## config.mk

```make
export PLATFORM = sky130hd
export DESIGN_NAME = framebuffer_arbiter
export DESIGN_NICKNAME = d
export VERILOG_FILES = /design/src/rtl/framebuffer_arbiter.sv
export SDC_FILE = /design/constraint.sdc
export NUM_CORES = 1
export LEC_CHECK = 0
export CORE_MARGIN = 4
export CORE_UTILIZATION = 55
export DETAILED_ROUTE_END_ITERATION = 10
export DONT_BUFFER_PORTS = 1
export PLACE_DENSITY = 0.73
export SLEW_MARGIN = 20
export SYNTH_ARGS = -nofsm -noshare
export SYNTH_HDL_FRONTEND = slang
export SYNTH_SLANG_ARGS = --single-unit
export TNS_END_PERCENT = 1
```

## constraint.sdc

```tcl
create_clock -name Clock -period 2.1 [get_ports Clock]
set_input_delay 0.42 -clock Clock [delete_from_list [all_inputs] [get_ports Clock]]
set_output_delay 0.42 -clock Clock [all_outputs]
set_load 0.01 [all_outputs]
```

## src/rtl/framebuffer_arbiter.sv

```systemverilog
// Arbitrates one single-port framebuffer RAM between display reads, drawing-engine writes
// and a background clear-screen engine (priority: display > write > clear).
module framebuffer_arbiter #(
  parameter int H_ACTIVE = 800,
  parameter int V_ACTIVE = 600,
  parameter int ADDR_W   = 19,
  parameter int DATA_W   = 8
) (
  input  logic              Clock,
  input  logic              Reset_n,
  input  logic              disp_req,
  input  logic [10:0]       disp_x,
  input  logic [9:0]        disp_y,
  output logic [DATA_W-1:0] disp_data,
  output logic              disp_valid,
  input  logic              wr_valid,
  output logic              wr_ready,
  input  logic [10:0]       wr_x,
  input  logic [9:0]        wr_y,
  input  logic [DATA_W-1:0] wr_data,
  input  logic              clear_start,
  input  logic [DATA_W-1:0] clear_colour,
  output logic              clear_busy,
  output logic              clear_done,
  output logic              oob_flag,
  output logic [ADDR_W-1:0] mem_addr,
  output logic              mem_we,
  output logic [DATA_W-1:0] mem_wdata,
  input  logic [DATA_W-1:0] mem_rdata
);

  typedef enum logic {IDLE = 1'b0, CLEAR = 1'b1} state_t;

  localparam logic [ADDR_W-1:0] LAST_ADDR = ADDR_W'(H_ACTIVE * V_ACTIVE - 1);
  localparam logic [10:0]       H_LIMIT   = 11'(H_ACTIVE);
  localparam logic [9:0]        V_LIMIT   = 10'(V_ACTIVE);

  state_t              state_q, state_d;
  logic [ADDR_W-1:0]   clr_addr_q, clr_addr_d;
  logic [DATA_W-1:0]   colour_q, colour_d;
  logic [ADDR_W-1:0]   addr_d;
  logic                we_d;
  logic [DATA_W-1:0]   wdata_d;
  logic                done_d;
  logic                oob_d;
  logic                wr_accept;
  logic                wr_in_range;
  logic [2:0]          rd_tag;

  function automatic logic [ADDR_W-1:0] pixel_addr(input logic [10:0] x, input logic [9:0] y);
    return ADDR_W'(y) * ADDR_W'(H_ACTIVE) + ADDR_W'(x);
  endfunction

  // Gated by reset so the drawing engine never sees a ready while the arbiter is held in reset
  assign wr_ready    = Reset_n && !disp_req && (state_q == IDLE);
  assign wr_accept   = wr_valid && wr_ready;
  assign wr_in_range = (wr_x < H_LIMIT) && (wr_y < V_LIMIT);
  assign clear_busy  = (state_q == CLEAR);
  assign disp_valid  = rd_tag[2];

  always_comb begin
    state_d    = state_q;
    clr_addr_d = clr_addr_q;
    colour_d   = colour_q;
    addr_d     = mem_addr;
    we_d       = 1'b0;
    wdata_d    = mem_wdata;
    done_d     = 1'b0;
    oob_d      = oob_flag;

    if (disp_req) begin
      addr_d = pixel_addr(disp_x, disp_y);
    end else if (wr_accept) begin
      if (wr_in_range) begin
        we_d    = 1'b1;
        addr_d  = pixel_addr(wr_x, wr_y);
        wdata_d = wr_data;
      end else begin
        oob_d = 1'b1;
      end
    end else if (state_q == CLEAR) begin
      we_d    = 1'b1;
      addr_d  = clr_addr_q;
      wdata_d = colour_q;
      if (clr_addr_q == LAST_ADDR) begin
        state_d = IDLE;
        done_d  = 1'b1;
      end else begin
        clr_addr_d = clr_addr_q + ADDR_W'(1);
      end
    end

    // A write accepted alongside clear_start still lands this cycle; the fill begins next cycle
    if (state_q == IDLE && clear_start) begin
      state_d    = CLEAR;
      colour_d   = clear_colour;
      clr_addr_d = '0;
    end
  end

  always_ff @(posedge Clock or negedge Reset_n) begin
    if (!Reset_n) begin
      state_q    <= IDLE;
      clr_addr_q <= '0;
      colour_q   <= '0;
      mem_addr   <= '0;
      mem_we     <= 1'b0;
      mem_wdata  <= '0;
      clear_done <= 1'b0;
      oob_flag   <= 1'b0;
    end else begin
      state_q    <= state_d;
      clr_addr_q <= clr_addr_d;
      colour_q   <= colour_d;
      mem_addr   <= addr_d;
      mem_we     <= we_d;
      mem_wdata  <= wdata_d;
      clear_done <= done_d;
      oob_flag   <= oob_d;
    end
  end

  // rd_tag[1] lines up with the RAM returning data for the address issued a cycle earlier
  always_ff @(posedge Clock or negedge Reset_n) begin
    if (!Reset_n) begin
      rd_tag    <= '0;
      disp_data <= '0;
    end else begin
      rd_tag <= {rd_tag[1:0], disp_req};
      if (rd_tag[1]) begin
        disp_data <= mem_rdata;
      end
    end
  end

endmodule

```

==> metrics, run 1 <==
TritonCTS clock tree done; Reg clk slew, reported paths approximately 0.08 ns; DRC 0; area leader, netlist dfrtp_1; Congestion Overflow GR 0; clock buffer depth 2; DR vias/cell approximately 5.7; Final Util roughly 72%; Syn Area/Cell between 9 and 10 um2; most numerous cell in the Yosys netlist ha_1; vias in the first global route ~4,900; VDD IR max 0.420 mV; clk_skew approximately 0.0080 ns; boundary pin count approximately 110; Mapped Nets roughly 760; Starting DRT DRC Count approximately 180; hold endpoint rd_tag[0]$_DFF_PN0_; relative slew slack 62.8%; clock root buffer clkbuf_8; reg2reg end clr_addr_q[7]$_DFFE_PN0P_; # diodes 0; crit path time final 3.09 ns; status finished, violations left; DR vias approximately 4,700; CTS Buf Count 9; Synth area leaders dfrtp_1 31%, ha_1 18%, xnor2_1 5.6%; wire length per cell between 15 and 20 um; critical path arrival roughly 3.3 ns; CP Launch Type input port; Yosys Warn Count 0; Mapped Cells a little under 600; die width approximately 110 um; Hold Crit Class in2reg; port bufs 0; final net count 841; Max Transition Viols Final 0; register area around 0.0017 mm2; hpwl dp approximately 11,000 um; f_max about 320 MHz; R2R depth 8; Seq/Total Area, Yosys just over 30%; share of the synthesized area in the top cell type between 30% and 40%; reg2reg start clr_addr_q[8]$_DFFE_PN0P_; multi-input logic area roughly 0.0041 mm2; layout cells sized above 1 between 20 and 30%; flop2flop setup slack around 0.10 ns; RSZ-0062 raised after global routing true; Lkg Pwr ~3.4 nW; DP Area about 0.0066 mm2; EDFF count, synth 0; crit share post-route 147%; peak fanout along the critical path 4; area added between synthesis and finish 25.9%; crit path kind in2reg; Pwr Total just under 6 mW; Skew-Pair Late Insertion Delay between 0.3 and 0.4 ns; die area 0.0120 mm2; total track usage between 20% and 30%; violated checks setup timing; Synth async-reset ratio 100%; global-route wire length before repair about 23,000 um; Min-Delay Startpoint disp_req; Design Area, Final roughly 0.0071 mm2; initial antenna violation count 0; htree depth 3; final worst slack -0.994 ns; Die Ht between 100 and 150 um; Distinct cells, synth 67; PD cells around 830 mW/mm2; prevailing post-synth register cell dfrtp_1; drt total wl between 10,000 and 15,000 um; largest net degree at the start of global routing 70; Max-Cap Viols 0; Starting Density 57.1%; Cell Area, Synth 0.00566 mm2; post-route insts no fill slightly above 800; Setup Viol. Count Final 9; Cell Count Post-Placement slightly below 800; Worst-Margin Slew roughly 0.56 ns; DR pass1 iterations 4; core box area 0.00991 mm2; row count 36; hold path cells 0; critical path required time about 2.3 ns; filler cell count 729; final hold vios 0; post-route antenna net violation count 0; Post-synth top cells 80 x ha_1, 69 x dfrtp_1, 67 x nor2_1; clk sinks approximately 70; GPL Wtd Cong approximately 0.86; Seq cells post-synth just under 70; Setup TNS -6.61 ns; crit end category flop
==> worst max-delay path, cell delays in order <==
cell and delay [ns]:
ha_1 0.28, ha_1 0.28, inv_1 0.05, fa_1 0.51
inv_1 0.07, ha_4 0.29, nand2_2 0.08, o311ai_4 0.26
nand2_2 0.11, xnor2_2 0.21, nand4_1 0.16, xnor2_1 0.22
xnor2_1 0.14, a211o_1 0.28
==> flip-flops by register name, summed over array words and instances, names as in the netlist <==
signal      flops
clr_addr_q     19
mem_addr       19
colour_q        8
disp_data       8
mem_wdata       8
rd_tag          3
clear_busy      1
clear_done      1
mem_we          1
oob_flag        1
==> where the power goes <==
part	switching (mW)	internal, mW	total [mW]
clock	0.551	0.442	0.993
combinational	1.43	1.62	3.05
sequential	0.298	1.55	1.85
total	2.28	3.61	5.89
==> worst max path at each step <==
stage / start / to / cells past startpoint
floorplan: wr_y[5] / mem_addr[18]$_DFFE_PN0P_ / 16
global placement: wr_y[5] / mem_addr[18]$_DFFE_PN0P_ / 16
global route: wr_y[5] / mem_addr[18]$_DFFE_PN0P_ / 14
CTS: disp_y[3] / mem_addr[18]$_DFFE_PN0P_ / 14
detailed placement: wr_y[5] / mem_addr[18]$_DFFE_PN0P_ / 16
finish: disp_y[3] / mem_addr[18]$_DFFE_PN0P_ / 14
==> repair_timing <==
item                       4_1_cts  5_1_grt
hold buffers                     2        0
hold endpoints to repair        69        0
setup endpoints to repair       10       15
pin swaps                       23        9
gates resized for setup         26       23
buffers inserted                 3        0
==> metal layers <==
metal | GRT usage, % | up-vias | wire, um
met3 | 6.46 | 42 | 859
met1 | 29.2 | 2253 | 5740
met2 | 43.4 | 135 | 7230
li1 | - | 2244 | -
met4 | 8.10 | 0 | 427
met5 | 0 | - | 0
==> cells by family after synthesis <==
logic type	Yosys count	share of synthesized area (%)
DFF	69	30.5
AOI/OAI and AO/OA	104	12.9
muxes	28	5.33
buffers and inverters	69	5.08
and+or+nand+nor	173	14.9
adders and majority gates	92	21.9
xor gates and xnor gates	58	9.35
==> layout make-up <==
type | instances | area share, %
Multi-Input combinational cell | 455 | 57.9
Clock inverter | 7 | 0.825
Inverter | 53 | 2.79
Sequential cell | 69 | 24.2
Tap cell | 133 | 2.33
Clock buffer | 9 | 1.74
Timing Repair Buffer | 90 | 10.1
==> stage by stage <==
stage / setup WS, ns / hold WS (ns)
floorplan: -1.22 / 0.124
global placement: -1.43 / 0.126
detailed placement: -1.49 / 0.126
CTS: -0.980 / 0.0793
global route: -1.11 / 0.0742
finish: -0.994 / 0.0994
==> placed cells by master, fill, tap and decap left out, types with 16 or more instances in the layout <==
cell / n
buf_4: 86
dfrtp_1: 69
nor2_1: 65
ha_1: 55
inv_1: 44
nand2_1: 38
xnor2_1: 30
ha_4: 22
a21oi_1: 19
xor2_1: 18
mux2_2: 16
Power figures use the tool's default switching activity.
==> run 2: changes to the inputs <==
- ABC_AREA: unset -> 1
==> run 2 against run 1 <==
Against the previous run: the flow still finishes with violations (setup timing); final area increased by 15%; power increased by 32%; sequential cell count unchanged; non-clock buffer count decreased by 21; routed wire length increased by 25%; final cell count increased by 32%; first-iteration DRC count increased to 2.6 times the previous value; register-to-register slack improved by 0.07 ns; synthesized cell count increased by 46%; critical endpoint is now mem_addr[17]$_DFFE_PN0P_.
==> metrics, run 2 <==
Setup crit end mem_addr[17]$_DFFE_PN0P_; Mapped Cells 868; flop2flop setup slack 0.17 ns; layout cells sized above 1 29.7%; crit path time final 2.75 ns; sw frac 42.8%; Distinct cells, synth between 40 and 50; # diodes 0; Starting Density a little under three fifths; Synth async-reset ratio 100%; DR vias slightly above 6,000; reg2reg end mem_addr[3]$_DFFE_PN0P_; drt total wl between 15,000 and 20,000 um; die area around 0.013 mm2; Max Transition Viols Final 0; crit end category flop; hpwl dp 13,600 um; Worst-Margin Slew between 0.4 and 0.5 ns; clock buffer depth 2; Max-Cap Viols 0; most numerous cell in the Yosys netlist nand2_1; global-route wire length before repair approximately 28,000 um; sequential power share 28.6%; Combinational Power Share a little over 50%; most frequent cells in the layout 188 x nand2_1, 111 x inv_1, 69 x dfrtp_1; PD cells 953 mW/mm2; prevailing post-synth register cell dfrtp_1; CP Launch Point wr_y[5]; critical path required time between 2 and 2.5 ns; Switch Pwr between 3 and 4 mW; Synth area leaders dfrtp_1 27%, ha_1 16%, nand2_1 14%; wire length per cell approximately 17 um; core box area between 0.01 and 0.015 mm2; final worst slack -0.646 ns; post-route antenna net violation count 0; TritonCTS clock tree done; Internal 4.45 mW; Lkg Pwr around 4 nW; clock root buffer clkbuf_16; total track usage 26.4%; pre-CTS setup slack -0.953 ns; largest net degree at the start of global routing 70; Setup Viol. Count Final 9; RSZ-0062 raised after global routing true; DR pass1 iterations 5; peak fanout along the critical path 5; Skew-Pair Late Insertion Delay ~0.33 ns; Seq/Total Area, Yosys around 27%; Mapped Nets 1,031; htree depth 3; status finished, violations left; Starting DRT DRC Count between 400 and 500; initial antenna violation count 0; relative slew slack a little over two thirds; Congestion Overflow GR 0; row count 39; f_max approximately 360 MHz; Seq cells post-synth 69; port bufs 0; crit path kind in2reg; GPL Wtd Cong 0.908; share of the synthesized area in the top cell type between 20% and 30%; Reg clk slew, reported paths ~0.06 ns; reg2reg start clear_busy$_DFFE_PN0P_; boundary pin count 112; CTS Buf Count 9; VDD IR max approximately 0.78 mV; Die Ht 116 um; clk_skew 0.00287 ns; vias in the first global route between 6,000 and 7,000; Hold Crit Class in2reg; crit share post-route 131%; critical path arrival 2.97 ns; violated checks setup timing; commonest non-fill, non-tap cell in the layout nand2_1; Post-synth top cells 232 x nand2_1, 134 x inv_1, 82 x nand3_1; R2R depth 9; area added between synthesis and finish 28.0%; Clock power frac approximately 20%; Syn Area/Cell 7.35 um2; EDFF count, synth 0; area leader, netlist dfrtp_1; CP Launch Type input port; largest registers clr_addr_q (19), mem_addr (19); Cell Area, Synth roughly 0.0064 mm2; clk sinks approximately 70; final net count ~1,100; die width 116 um; Yosys Warn Count 0; DR vias/cell about 5.7; Final Util a little under three quarters; final hold vios 0; DRC 0
## run 2: cell types whose count changed after synthesis, sizes merged, moves of 13 or more
cell,previous run,this run
inv,53,138
o21ai,18,34
xnor2,37,0
a21oi,25,38
nand2,41,238
nand3,9,84
## run 2: worst min path at each step
stage              from                  endpoint  slack (ns)  cells past startpoint
5_1_grt        disp_req       rd_tag[0]$_DFF_PN0_        0.10                      0
6_report       disp_req       rd_tag[0]$_DFF_PN0_        0.12                      0
3_5_place_dp    Reset_n  disp_data[1]$_DFFE_PN0P_        0.13                      0
4_1_cts        disp_req       rd_tag[0]$_DFF_PN0_        0.11                      0
2_1_floorplan   Reset_n    clear_busy$_DFFE_PN0P_        0.12                      0
3_3_place_gp    Reset_n  disp_data[1]$_DFFE_PN0P_        0.13                      0
## run 2: through the flow
step                cells  hold slack, ns  setup TNS (ns)  instance area [um2]  power [mW]
floorplan             868           0.124           -5.51                 6800        4.56
global placement     1050           0.126           -7.43                 7290        5.51
detailed placement   1050           0.126           -7.61                 7290        5.62
CTS                  1073           0.109           -3.98                 7860        7.41
global route         1078           0.101           -5.69                 8170        8.39
finish               1078           0.124           -4.54                 8170        7.79
## run 2: layer usage
layer  global-route usage (%)  share of wire (%)
met3                     9.24                9.3
met1                     31.7                 40
met4                     7.19                2.1
met5                        0                  0
met2                     45.2                 48
## run 2: logic make-up after synthesis
family          Yosys count  share of synthesized area (%)
simple gates            423                           29.7
buf+inv                 156                           10.1
compound gates          102                           9.41
fa+ha+maj                92                           19.4
flops                    69                           27.0
mux                      16                           2.82
xor+xnor                 10                           1.49
## run 2: power by group through the flow
stage / clock network, mW / logic (mW) / registers [mW]
global placement: 0 / 3.28 / 2.23
floorplan: 0 / 2.46 / 2.09
finish: 1.54 / 4.03 / 2.23
CTS: 1.56 / 3.63 / 2.22
global route: 1.62 / 4.48 / 2.29
detailed placement: 0 / 3.38 / 2.24
## run 2: final cells by class
cell class,count,area [um2]
Multi-Input combinational cell,643,4870
Fill cell,904,3200
Sequential cell,69,1730
Timing Repair Buffer,69,561
Inverter,138,526
Clock buffer,11,253
Tap cell,143,179
Clock inverter,5,58.8
## run 2: repair_timing
action                                  in CTS  in global routing
buffers inserted                             5                  5
hold buffers                                 2                  0
endpoints found under the setup margin       9                 11
gates resized for setup                     42                 75
pin swaps                                   54                 54
endpoints found under the hold margin       69                  0
## run 2: worst max-delay path, stage by stage
cell and delay (ns):
inv_4 0.02, ha_4 0.24, inv_2 0.04, ha_4 0.25
inv_2 0.03, fa_1 0.55, inv_2 0.05, ha_4 0.30
nand2_2 0.07, nor2_2 0.15, nand3_4 0.09, nand2_1 0.10
nand2_1 0.07, nand2_2 0.13, buf_4 0.13, nand2_1 0.06
nand3_2 0.09, nand3_2 0.07, nand2_1 0.06, inv_1 0.04
